--- src/rtl/cnn_conv_sched.sv ---
// Convolution scheduler: counts the 48-beat load burst into the buffers, then walks the
// MAC through 16 pixels x 27 taps with padding, drains the pipeline and hands off to post.
module cnn_conv_sched #(
  parameter int unsigned MAC_LAT = 4,
  parameter int unsigned POST_TO = 255
) (
  input  logic       clk,
  input  logic       rst,
  input  logic       in_valid,
  input  logic [1:0] opt_in,
  output logic [5:0] ld_idx,
  output logic       img_we,
  output logic       ker_we,
  output logic       wgt_we,
  output logic [1:0] opt_q,
  output logic       mac_vld,
  input  logic       mac_rdy,
  output logic [5:0] img_addr,
  output logic [4:0] ker_addr,
  output logic       pad_zero,
  output logic       mac_first,
  output logic       mac_last,
  output logic [3:0] pix_addr,
  output logic       post_start,
  input  logic       post_busy,
  output logic       busy
);

  localparam int unsigned DrainW = $clog2(MAC_LAT + 1);
  localparam int unsigned PostW  = $clog2(POST_TO + 1);

  typedef enum logic [2:0] {StIdle, StLoad, StConv, StDrain, StPost} state_e;

  state_e              state_q;
  logic [5:0]          cnt_q;
  logic [3:0]          pix_q;
  logic [1:0]          ch_q, kr_q, kc_q;
  logic [DrainW-1:0]   drain_q;
  logic [PostW-1:0]    post_q;
  logic                mac_vld_q;
  logic                post_start_q;

  logic                load_en;
  logic [2:0]          row_s, col_s;
  logic                row_oob, col_oob, pad;
  logic [1:0]          ir, ic;

  assign load_en    = (state_q == StIdle) || (state_q == StLoad);
  assign img_we     = in_valid & load_en;
  assign ker_we     = img_we & (cnt_q < 6'd27);
  assign wgt_we     = img_we & (cnt_q < 6'd4);
  assign ld_idx     = cnt_q;
  assign mac_vld    = mac_vld_q;
  assign post_start = post_start_q;
  assign busy       = (state_q != StIdle);

  always_ff @(posedge clk) begin
    if (rst) begin
      state_q      <= StIdle;
      cnt_q        <= '0;
      opt_q        <= '0;
      pix_q        <= '0;
      ch_q         <= '0;
      kr_q         <= '0;
      kc_q         <= '0;
      drain_q      <= '0;
      post_q       <= '0;
      mac_vld_q    <= 1'b0;
      post_start_q <= 1'b0;
    end else begin
      post_start_q <= 1'b0;
      unique case (state_q)
        StIdle: begin
          if (in_valid) begin
            state_q <= StLoad;
            cnt_q   <= 6'd1;
            opt_q   <= opt_in;
          end
        end
        StLoad: begin
          if (in_valid) begin
            if (cnt_q == 6'd47) begin
              state_q   <= StConv;
              cnt_q     <= '0;
              mac_vld_q <= 1'b1;
              pix_q     <= '0;
              ch_q      <= '0;
              kr_q      <= '0;
              kc_q      <= '0;
            end else begin
              cnt_q <= cnt_q + 6'd1;
            end
          end
        end
        StConv: begin
          // Tap counters nest kc -> kr -> ch -> pix; everything holds while mac_rdy=0.
          if (mac_rdy) begin
            if (kc_q != 2'd2) begin
              kc_q <= kc_q + 2'd1;
            end else begin
              kc_q <= '0;
              if (kr_q != 2'd2) begin
                kr_q <= kr_q + 2'd1;
              end else begin
                kr_q <= '0;
                if (ch_q != 2'd2) begin
                  ch_q <= ch_q + 2'd1;
                end else begin
                  ch_q <= '0;
                  if (pix_q != 4'd15) begin
                    pix_q <= pix_q + 4'd1;
                  end else begin
                    pix_q     <= '0;
                    state_q   <= StDrain;
                    mac_vld_q <= 1'b0;
                    drain_q   <= '0;
                  end
                end
              end
            end
          end
        end
        StDrain: begin
          // post_start lands MAC_LAT cycles after the final issue.
          if (drain_q == DrainW'(MAC_LAT - 2)) begin
            state_q      <= StPost;
            post_start_q <= 1'b1;
            post_q       <= '0;
          end else begin
            drain_q <= drain_q + 1'b1;
          end
        end
        StPost: begin
          post_q <= post_q + 1'b1;
          // post_busy is not yet meaningful in the post_start cycle.
          if ((!post_start_q && !post_busy) || (post_q == PostW'(POST_TO - 1))) begin
            state_q <= StIdle;
          end
        end
        default: state_q <= StIdle;
      endcase
    end
  end

  always_comb begin
    row_s   = {1'b0, pix_q[3:2]} + {1'b0, kr_q};
    col_s   = {1'b0, pix_q[1:0]} + {1'b0, kc_q};
    row_oob = (row_s == 3'd0) || (row_s > 3'd4);
    col_oob = (col_s == 3'd0) || (col_s > 3'd4);
    ir      = (row_s == 3'd0) ? 2'd0 : (row_s > 3'd4) ? 2'd3 : 2'(row_s - 3'd1);
    ic      = (col_s == 3'd0) ? 2'd0 : (col_s > 3'd4) ? 2'd3 : 2'(col_s - 3'd1);
    pad     = mac_vld_q & opt_q[0] & (row_oob | col_oob);

    pad_zero  = pad;
    img_addr  = (mac_vld_q && !pad) ? {ch_q, ir, ic} : 6'd0;
    ker_addr  = mac_vld_q ? (5'(ch_q) * 5'd9 + 5'(kr_q) * 5'd3 + 5'(kc_q)) : 5'd0;
    mac_first = mac_vld_q & (ch_q == 2'd0) & (kr_q == 2'd0) & (kc_q == 2'd0);
    mac_last  = mac_vld_q & (ch_q == 2'd2) & (kr_q == 2'd2) & (kc_q == 2'd2);
    pix_addr  = mac_vld_q ? pix_q : 4'd0;
  end

endmodule

--- config.mk ---
export PLATFORM = sky130hd
export DESIGN_NAME = cnn_conv_sched
export DESIGN_NICKNAME = d
export VERILOG_FILES = /design/src/rtl/cnn_conv_sched.sv
export SDC_FILE = /design/constraint.sdc
export NUM_CORES = 1
export LEC_CHECK = 0
export BUFFER_PORTS_ARGS = -buffer_cell sky130_fd_sc_hd__buf_2
export CAP_MARGIN = 10
export CORE_ASPECT_RATIO = 0.75
export CORE_UTILIZATION = 45
export CTS_CLUSTER_SIZE = 40
export DETAILED_ROUTE_END_ITERATION = 10
export PLACE_DENSITY_LB_ADDON = 0.2
export SYNTH_ARGS = -nofsm -noshare
export SYNTH_HDL_FRONTEND = slang
export SYNTH_SLANG_ARGS = --single-unit
--- constraint.sdc ---
create_clock -name clk -period 3.3 [get_ports clk]
set_input_delay 0.33 -clock clk [delete_from_list [all_inputs] [get_ports clk]]
set_output_delay 0.33 -clock clk [all_outputs]
set_load 0.005 [all_outputs]
Word level (Yosys, flattened, before mapping). Index checks and enable logic that the tools add are counted.

Register bits after elaboration: 34. Input bits: 7. Output and inout port bits: 32. Logic and storage cells: 161.

Add/subtract/negate cells: 13. Multiply operators: 2. Order comparisons: 4. Equality and inequality tests: 25. Multiplexer cells: 62. Bitwise gates (word level): 13. Reductions and logical operators: 31.

Operators with widths (count): $mux 3 (16); $mux 4 (8); $mux 2 (15); $ne 2x2->1 const B (13); $mux 6 (4); $pmux 8 s2 (1); $pmux 3 s5 (1); $reduce_and 7->1 (2); $pmux 2 s2 (3); $pmux 6 s2 (1); $and 1x1->1 (11); $reduce_and 10->1 (1); $eq 3x2->1 const B (3); $logic_not 3->1 (3); $add 8x1->8 const B (1); $eq 8x8->1 const B (1); $mux 1 (8); $mux 8 (1); $pmux 4 s2 (1); $reduce_and 8->1 (1); $reduce_bool 2->1 (4); $add 2x1->2 const B (3); $add 2x2->3 (2); $add 6x1->6 const B (1); other kinds (32) (45).

Logic depth before layout (Yosys ltp). Gate-level depths: netlist of the first run.

Word-level depth: 8. Depth in mapped cells: 10.

Worst setup path after synthesis of the first run. No wires, ideal clock.

Path kind: register -> output. From: reg ch_q[0]. To: out ker_addr[4]. Data arrival time: 2.200 ns. Required time: 2.970 ns. Slack: 0.770 ns. Stages on the path, launching flop included: 9. Path buffers: 0. Path through: dfxtp_1 > inv_1 > fa_1 > nor2b_1 > or2_2 > fa_1 > a31oi_1 > xnor2_1 > and2_1.

Longest elaborated chain between the ends: 4.

Ends and longest elaborated chain: start: declaration (RTL line 37) `logic [1:0] ch_q, kr_q, kc_q;`; start signal: assignment (RTL line 107) `ch_q <= ch_q + 2'd1;`; $mul 2x4->5 (RTL line 156) `ker_addr = mac_vld_q ? (5'(ch_q) * 5'd9 + 5'(kr_q) * 5'd3 + 5'(kc_q)) : 5'd0;`; $add 5x4->5 (RTL line 156); $add 5x2->5 (RTL line 156); $mux 5 (RTL line 156); end: declaration (RTL line 19) `output logic [4:0] ker_addr,`.

Every way passes these cells.

Worst setup path in the final report of the first run. Same ends and word-level chain as after synthesis.

==> results of run 1 <==
[cell families (layout without fill, tap and decap cells)]
kind of cell	Yosys count	in the layout	share of synthesized area, %
xor gates and xnor gates	4	4	1.460
adders and majority gates	26	26	15.12
buffers and inverters	32	67	5.370
and+or+nand+nor	142	142	31.75
DFF	34	34	28.36
AOI/OAI and AO/OA	59	59	15.33
muxes	6	6	2.607
[sequential cells by signal, summed over array words and instances (netlist names)]
signal      count
post_q          8
kr_q            2
ch_q            2
post_start      1
opt_q           2
drain_q         3
ld_idx          6
state_q         3
kc_q            2
mac_vld         1
pix_q           4
[power by group through the flow]
stage,registers [uW],clock network [uW],logic (uW)
after floorplan,437,0,94.8
after global placement,454,0,110
after detailed placement,455,0,111
after CTS,446,294,110
after global routing,449,309,125
final,446,285,110
[final cells by class]
class	instances	area (sq um)
clock buffers	7	76.32
fillers	504	2296
repair buffers	39	197.7
inverters	21	78.83
well taps	72	90.09
multi-input cells	237	1590
flip-flops and latches	34	680.7
[worst max path at each step]
stage / cells after the start / endpoint / from
after detailed placement: 9 / ker_addr[4] / ch_q[0]$_SDFFE_PP0P_
after global placement: 9 / ker_addr[4] / ch_q[0]$_SDFFE_PP0P_
final: 9 / ker_addr[4] / ch_q[0]$_SDFFE_PP0P_
after CTS: 9 / ker_addr[4] / ch_q[0]$_SDFFE_PP0P_
after floorplan: 8 / ker_addr[4] / ch_q[0]$_SDFFE_PP0P_
after global routing: 9 / ker_addr[4] / ch_q[0]$_SDFFE_PP0P_
[routing by layer]
metal  GRT usage, %  up-vias
li1               -     1131
met1          30.11      972
met2          29.27       37
met3          4.271        5
met4          4.375        0
met5              0        -
[stage by stage]
stage	hold WS (ns)	setup slack (ns)	instances
final	0.2838	0.2506	410
after global routing	0.2891	0.08591	410
after CTS	0.2788	0.2342	410
after detailed placement	0.4803	0.5574	403
after global placement	0.4582	0.5960	403
after floorplan	0.4567	0.7704	303
[placed cells by master (no fill, tap or decap), types with 10 or more instances in the layout]
cell	instances
dfxtp_1	34
ha_1	21
inv_1	20
nor2_1	35
nand2_1	24
o21ai_0	11
a21oi_1	25
buf_2	38
nand3_1	10
and2_1	10
[worst min-delay path, cell delays in order]
cell	delay (ns)
buf_2	0.09
nand2_1	0.05
a21oi_1	0.05
==> impl_metrics.env, run 1 <==
export IMPL_status="finished clean"
export IMPL_crit_slowest_cell="fa_1"
export IMPL_power_density_nw_per_um2=309.8
export IMPL_finalSetupTns_ns=0
export IMPL_hold_viol=0
export IMPL_reg2reg_slack_ns=0.94
export IMPL_slowest_delay_ns=0.55
export IMPL_finalClockSkew_ns=0.003504
export IMPL_r2r_cells=5
export IMPL_period_share_pct=92.41
export IMPL_route_detailed_drc=0
export IMPL_intPower_uw=610.1
export IMPL_dp_hpwl_microns=3921
export IMPL_fin_total_pwr_uw=840.8
export IMPL_max_freq_ghz=0.3279
export IMPL_post_route_min_period_ns=3.049
export IMPL_yosysSeqAreaShare_pct=28.36
export IMPL_finish_utilization_pct=54.17
export IMPL_grtUsageTotal_pct=20.08
export IMPL_holdPathEnd="opt_q[0]$_SDFFE_PP0P_"
export IMPL_p_seq_share_pct=53.1
export IMPL_cp_top_family="adder cells"
export IMPL_reg2reg_from="state_q[0]$_SDFFE_PP0P_"
export IMPL_synth_top_area_share_pct=28.36
export IMPL_peakVddDrop_mv=0.1732
export IMPL_synth_seq_cells=34
export IMPL_start_util_pct=47.90
export IMPL_root_buffer="clkbuf_8"
export IMPL_htree_num_levels=2
export IMPL_m1WireLength_microns=2938
export IMPL_cp_start_kind="register"
export IMPL_leakage_uw=0.001185
export IMPL_via_per_inst=5.232
export IMPL_synthCells=303
export IMPL_routed_wl_met3_microns=204
export IMPL_diodes=0
export IMPL_grt_ovfl_total=0
export IMPL_rr_endpoint="ch_q[0]$_SDFFE_PP0P_"
export IMPL_final_max_slew_viol_count=0
export IMPL_place_area_sq_um=2638
export IMPL_ant_nets=0
export IMPL_path_max_fanout=7
export IMPL_critPathKind="reg2out"
export IMPL_syn_area_sq_um=2400
export IMPL_final_nets=371
export IMPL_wl_met2_microns=2045
export IMPL_die_width_microns=86.33
export IMPL_yosysUniqueCellTypes=50
export IMPL_worstPathRequired_ns=2.97
export IMPL_cts_made_buffers=5
export IMPL_final_area_sq_um=2714
export IMPL_setup_violations_final=0
export IMPL_hold_path_class="in2reg"
export IMPL_synth_area_top_cells="dfxtp_1, ha_1, nor2_1, a21oi_1, fa_1"
export IMPL_drive_gt1_share_pct=15.98
export IMPL_coreArea_sq_um=5010
export IMPL_wl_microns=5217
export IMPL_cts_tree="done"
export IMPL_postCtsHoldBufs=0
export IMPL_io_pins=39
export IMPL_min_delay_start="opt_in[0]"
export IMPL_worst_pin_slew_ns=0.7997
export IMPL_grt_start_max_net_pins=36
export IMPL_path_cells="inv_1, fa_1, nor2b_1, or2_2, fa_1, a31oi_1, xnor2_1, and2_1, buf_2"
export IMPL_swShare_pct=27.43
export IMPL_synth_avg_cell_area_sq_um=7.920
export IMPL_firstDrtPassIters=4
export IMPL_hold_path_depth=3
export IMPL_num_rows=22
export IMPL_power_switching_uw=230.6
export IMPL_cts_buffer_depth=2
export IMPL_synth_edf_count=0
export IMPL_path_buf_inv=2
export IMPL_grt_pass1_vias=1923
export IMPL_drv_cap=0
export IMPL_grt_pass1_wl_microns=8880
export IMPL_relSlewSlack_pct=46.61
export IMPL_gp_congestion=0.7990
export IMPL_cts_setup_buffers=0
export IMPL_area_growth_syn_to_layout_pct=13.09
export IMPL_die_h_microns=65.24
export IMPL_antenna_found_initial=0
export IMPL_top_layer="met4"
export IMPL_path_common_cell="fa_1"
export IMPL_clkPwrFrac_pct=33.9
export IMPL_arrival_ns=2.72
export IMPL_yosys_area_top_type="dfxtp_1"
export IMPL_ys_top_cells_by_count="nor2_1, dfxtp_1, a21oi_1"
export IMPL_synth_fp_nets=336
export IMPL_ys_async_sr_fraction_pct=0
export IMPL_vias=2145
export IMPL_end_kind="primary output"
export IMPL_synth_flop_cell="dfxtp_1"
export IMPL_wl_per_cell_microns=12.72
export IMPL_port_buffers=38
export IMPL_synth_most_common_cell="nor2_1"
export IMPL_die_area_sq_um=5632
export IMPL_p_comb_share_pct=13.0
export IMPL_drt_iter0_drc=98
export IMPL_clock_latency_ns=0.28
export IMPL_cts_sinks=34
export IMPL_yosys_warnings=0
export IMPL_clkTransAtPathRegs_ns=0.06
export IMPL_rsz0062_at_grt="no"
export IMPL_post_cts_resized=0
Power figures use the tool's default switching activity.
==> inputs of run 2 (changes only) <==
==> constraint.sdc (replaced) <==
create_clock -name clk -period 2.9 [get_ports clk]
set_input_delay 0.29 -clock clk [delete_from_list [all_inputs] [get_ports clk]]
set_output_delay 0.29 -clock clk [all_outputs]
set_load 0.005 [all_outputs]
==> run 2 against run 1 <==
- clock power up 48%
- non-clock buffer count rose by 6
- cell count rose by 1.7%
- hold slack got worse by 0.051 ns
- sequential share of layout area down 0.73 points
- critical path type unchanged
- critical endpoint unchanged
==> impl_metrics.env, run 2 (synthesis results as in run 1) <==
export IMPL_worst_pin_slew_ns=0.6618
export IMPL_clkPwrFrac_pct=39.6
export IMPL_critPathKind="reg2out"
export IMPL_fin_total_pwr_uw=1069
export IMPL_grt_pass1_vias=1928
export IMPL_route_detailed_drc=0
export IMPL_final_max_slew_viol_count=0
export IMPL_finish_utilization_pct=56.52
export IMPL_die_h_microns=65.24
export IMPL_final_nets=377
export IMPL_finalClockSkew_ns=0.002633
export IMPL_use_met2_pct=29.56
export IMPL_die_width_microns=86.33
export IMPL_peakVddDrop_mv=0.1922
export IMPL_dp_hpwl_microns=3975
export IMPL_hold_path_depth=3
export IMPL_setup_violations_final=0
export IMPL_cts_tree="done"
export IMPL_io_pins=39
export IMPL_r2r_cells=5
export IMPL_period_share_pct=95.95
export IMPL_power_density_nw_per_um2=377.5
export IMPL_largest_register_ffs=8
export IMPL_grt_pass1_wl_microns=9170
export IMPL_crit_slowest_cell="fa_1"
export IMPL_power_switching_uw=292.2
export IMPL_vias=2232
export IMPL_worstPathRequired_ns=2.61
export IMPL_clock_latency_ns=0.29
export IMPL_clkTransAtPathRegs_ns=0.07
export IMPL_root_buffer="clkbuf_8"
export IMPL_leakage_uw=0.001239
export IMPL_htree_num_levels=2
export IMPL_final_cell_mix="buf_2, nor2_1, dfxtp_1"
export IMPL_gp_congestion=0.8161
export IMPL_p_comb_share_pct=13.8
export IMPL_hold_ws_ns=0.2328
export IMPL_use_met1_pct=30.98
export IMPL_wl_microns=5524
export IMPL_hold_viol=0
export IMPL_post_route_min_period_ns=2.783
export IMPL_swShare_pct=27.34
export IMPL_ant_nets=0
export IMPL_grt_start_max_net_pins=36
export IMPL_area_growth_syn_to_layout_pct=17.99
export IMPL_largest_register="post_q"
export IMPL_layout_commonest_cell="buf_2"
export IMPL_drv_cap=0
export IMPL_path_cells="inv_2, fa_1, nor2b_1, or2_2, fa_2, a31oi_4, xnor2_1, and2_1, buf_2"
export IMPL_slowest_delay_ns=0.50
export IMPL_cts_sinks=34
export IMPL_drive_gt1_share_pct=21.74
export IMPL_start_util_pct=47.90
export IMPL_grt_busiest_layer="met1"
export IMPL_port_buffers=38
export IMPL_grt_use_met3_pct=3.769
export IMPL_arrival_ns=2.49
export IMPL_postCtsHoldBufs=0
export IMPL_diodes=0
export IMPL_drt_iter0_drc=122
export IMPL_grt_ovfl_total=0
export IMPL_firstDrtPassIters=4
export IMPL_cts_made_buffers=5
export IMPL_grtUsageTotal_pct=20.78
export IMPL_via_per_inst=5.353
export IMPL_intPower_uw=776.6
export IMPL_antenna_found_initial=0
export IMPL_cp_start_kind="register"
export IMPL_die_area_sq_um=5632
export IMPL_end_kind="primary output"
export IMPL_wl_per_cell_microns=13.25
export IMPL_relSlewSlack_pct=55.88
export IMPL_max_freq_ghz=0.3594
export IMPL_cts_buffer_depth=2
export IMPL_path_max_fanout=4
export IMPL_num_rows=22
export IMPL_p_seq_share_pct=46.6
export IMPL_status="finished clean"
export IMPL_hold_path_class="in2reg"
export IMPL_coreArea_sq_um=5010
export IMPL_finalSetupTns_ns=0
export IMPL_num_fill_cells=505
-- run 2: changes by cell type in the layout (fill, tap and decap cells not counted), sizes merged --
cell | before | now
buf | 39 | 45
clkbuf | 7 | 8
-- run 2: final cells by class --
class / instances / area, sq um / area share, %
clock buffer: 8 / 110.1 / 3.889
sequential: 34 / 689.4 / 24.35
tap: 72 / 90.09 / 3.182
multi-input combinational: 237 / 1620 / 57.22
timing repair buffer: 45 / 242.7 / 8.573
inverter: 21 / 78.83 / 2.784
-- run 2: worst max-delay path: cells and delay by family (launching register included) --
| family | cells | cell delay, ns |
|---|---|---|
| fa+ha+maj | 2 | 0.90 |
| simple gates | 3 | 0.47 |
| flops | 1 | 0.38 |
| compound gates | 1 | 0.17 |
| buf+inv | 2 | 0.16 |
| xor+xnor | 1 | 0.12 |
-- run 2: timing repair --
item | in CTS | in global routing
setup endpoints to repair | 1 | 7
pin swaps | 1 | 1
setup buffers | 0 | 1
resized for setup | 3 | 11
-- run 2: stage by stage --
step                      cell area (sq um)  setup slack [ns]  std cells
after floorplan                        2400            0.4104        303
after global placement                 2675            0.2590        408
after detailed placement               2675            0.2130        408
after CTS                              2791           0.04748        416
after global routing                   2831         -0.008498        417
final                                  2831            0.1175        417
-- run 2: worst paths after layout --
check	start	to	slack, ns
setup / recovery	kr_q[0]$_SDFFE_PP0P_	ker_addr[4]	0.12
hold / removal	opt_in[0]	opt_q[0]$_SDFFE_PP0P_	0.23
setup reg to reg	state_q[0]$_SDFFE_PP0P_	ch_q[0]$_SDFFE_PP0P_	0.84
hold reg to reg	ld_idx[1]$_SDFFE_PP0P_	ld_idx[1]$_SDFFE_PP0P_	0.49
-- run 2: power groups by stage --
stage	combinational, uW	sequential [uW]	clock [uW]
final	147	499	423
after global routing	167	501	447
after CTS	145	499	429
after detailed placement	144	510	0
after global placement	143	509	0
after floorplan	108	498	0
-- run 2: per-layer routing --
layer	wire (microns)	vias up
met4	27	0
met1	2963	1045
met5	0	-
met2	2279	45
met3	254	2
li1	-	1140
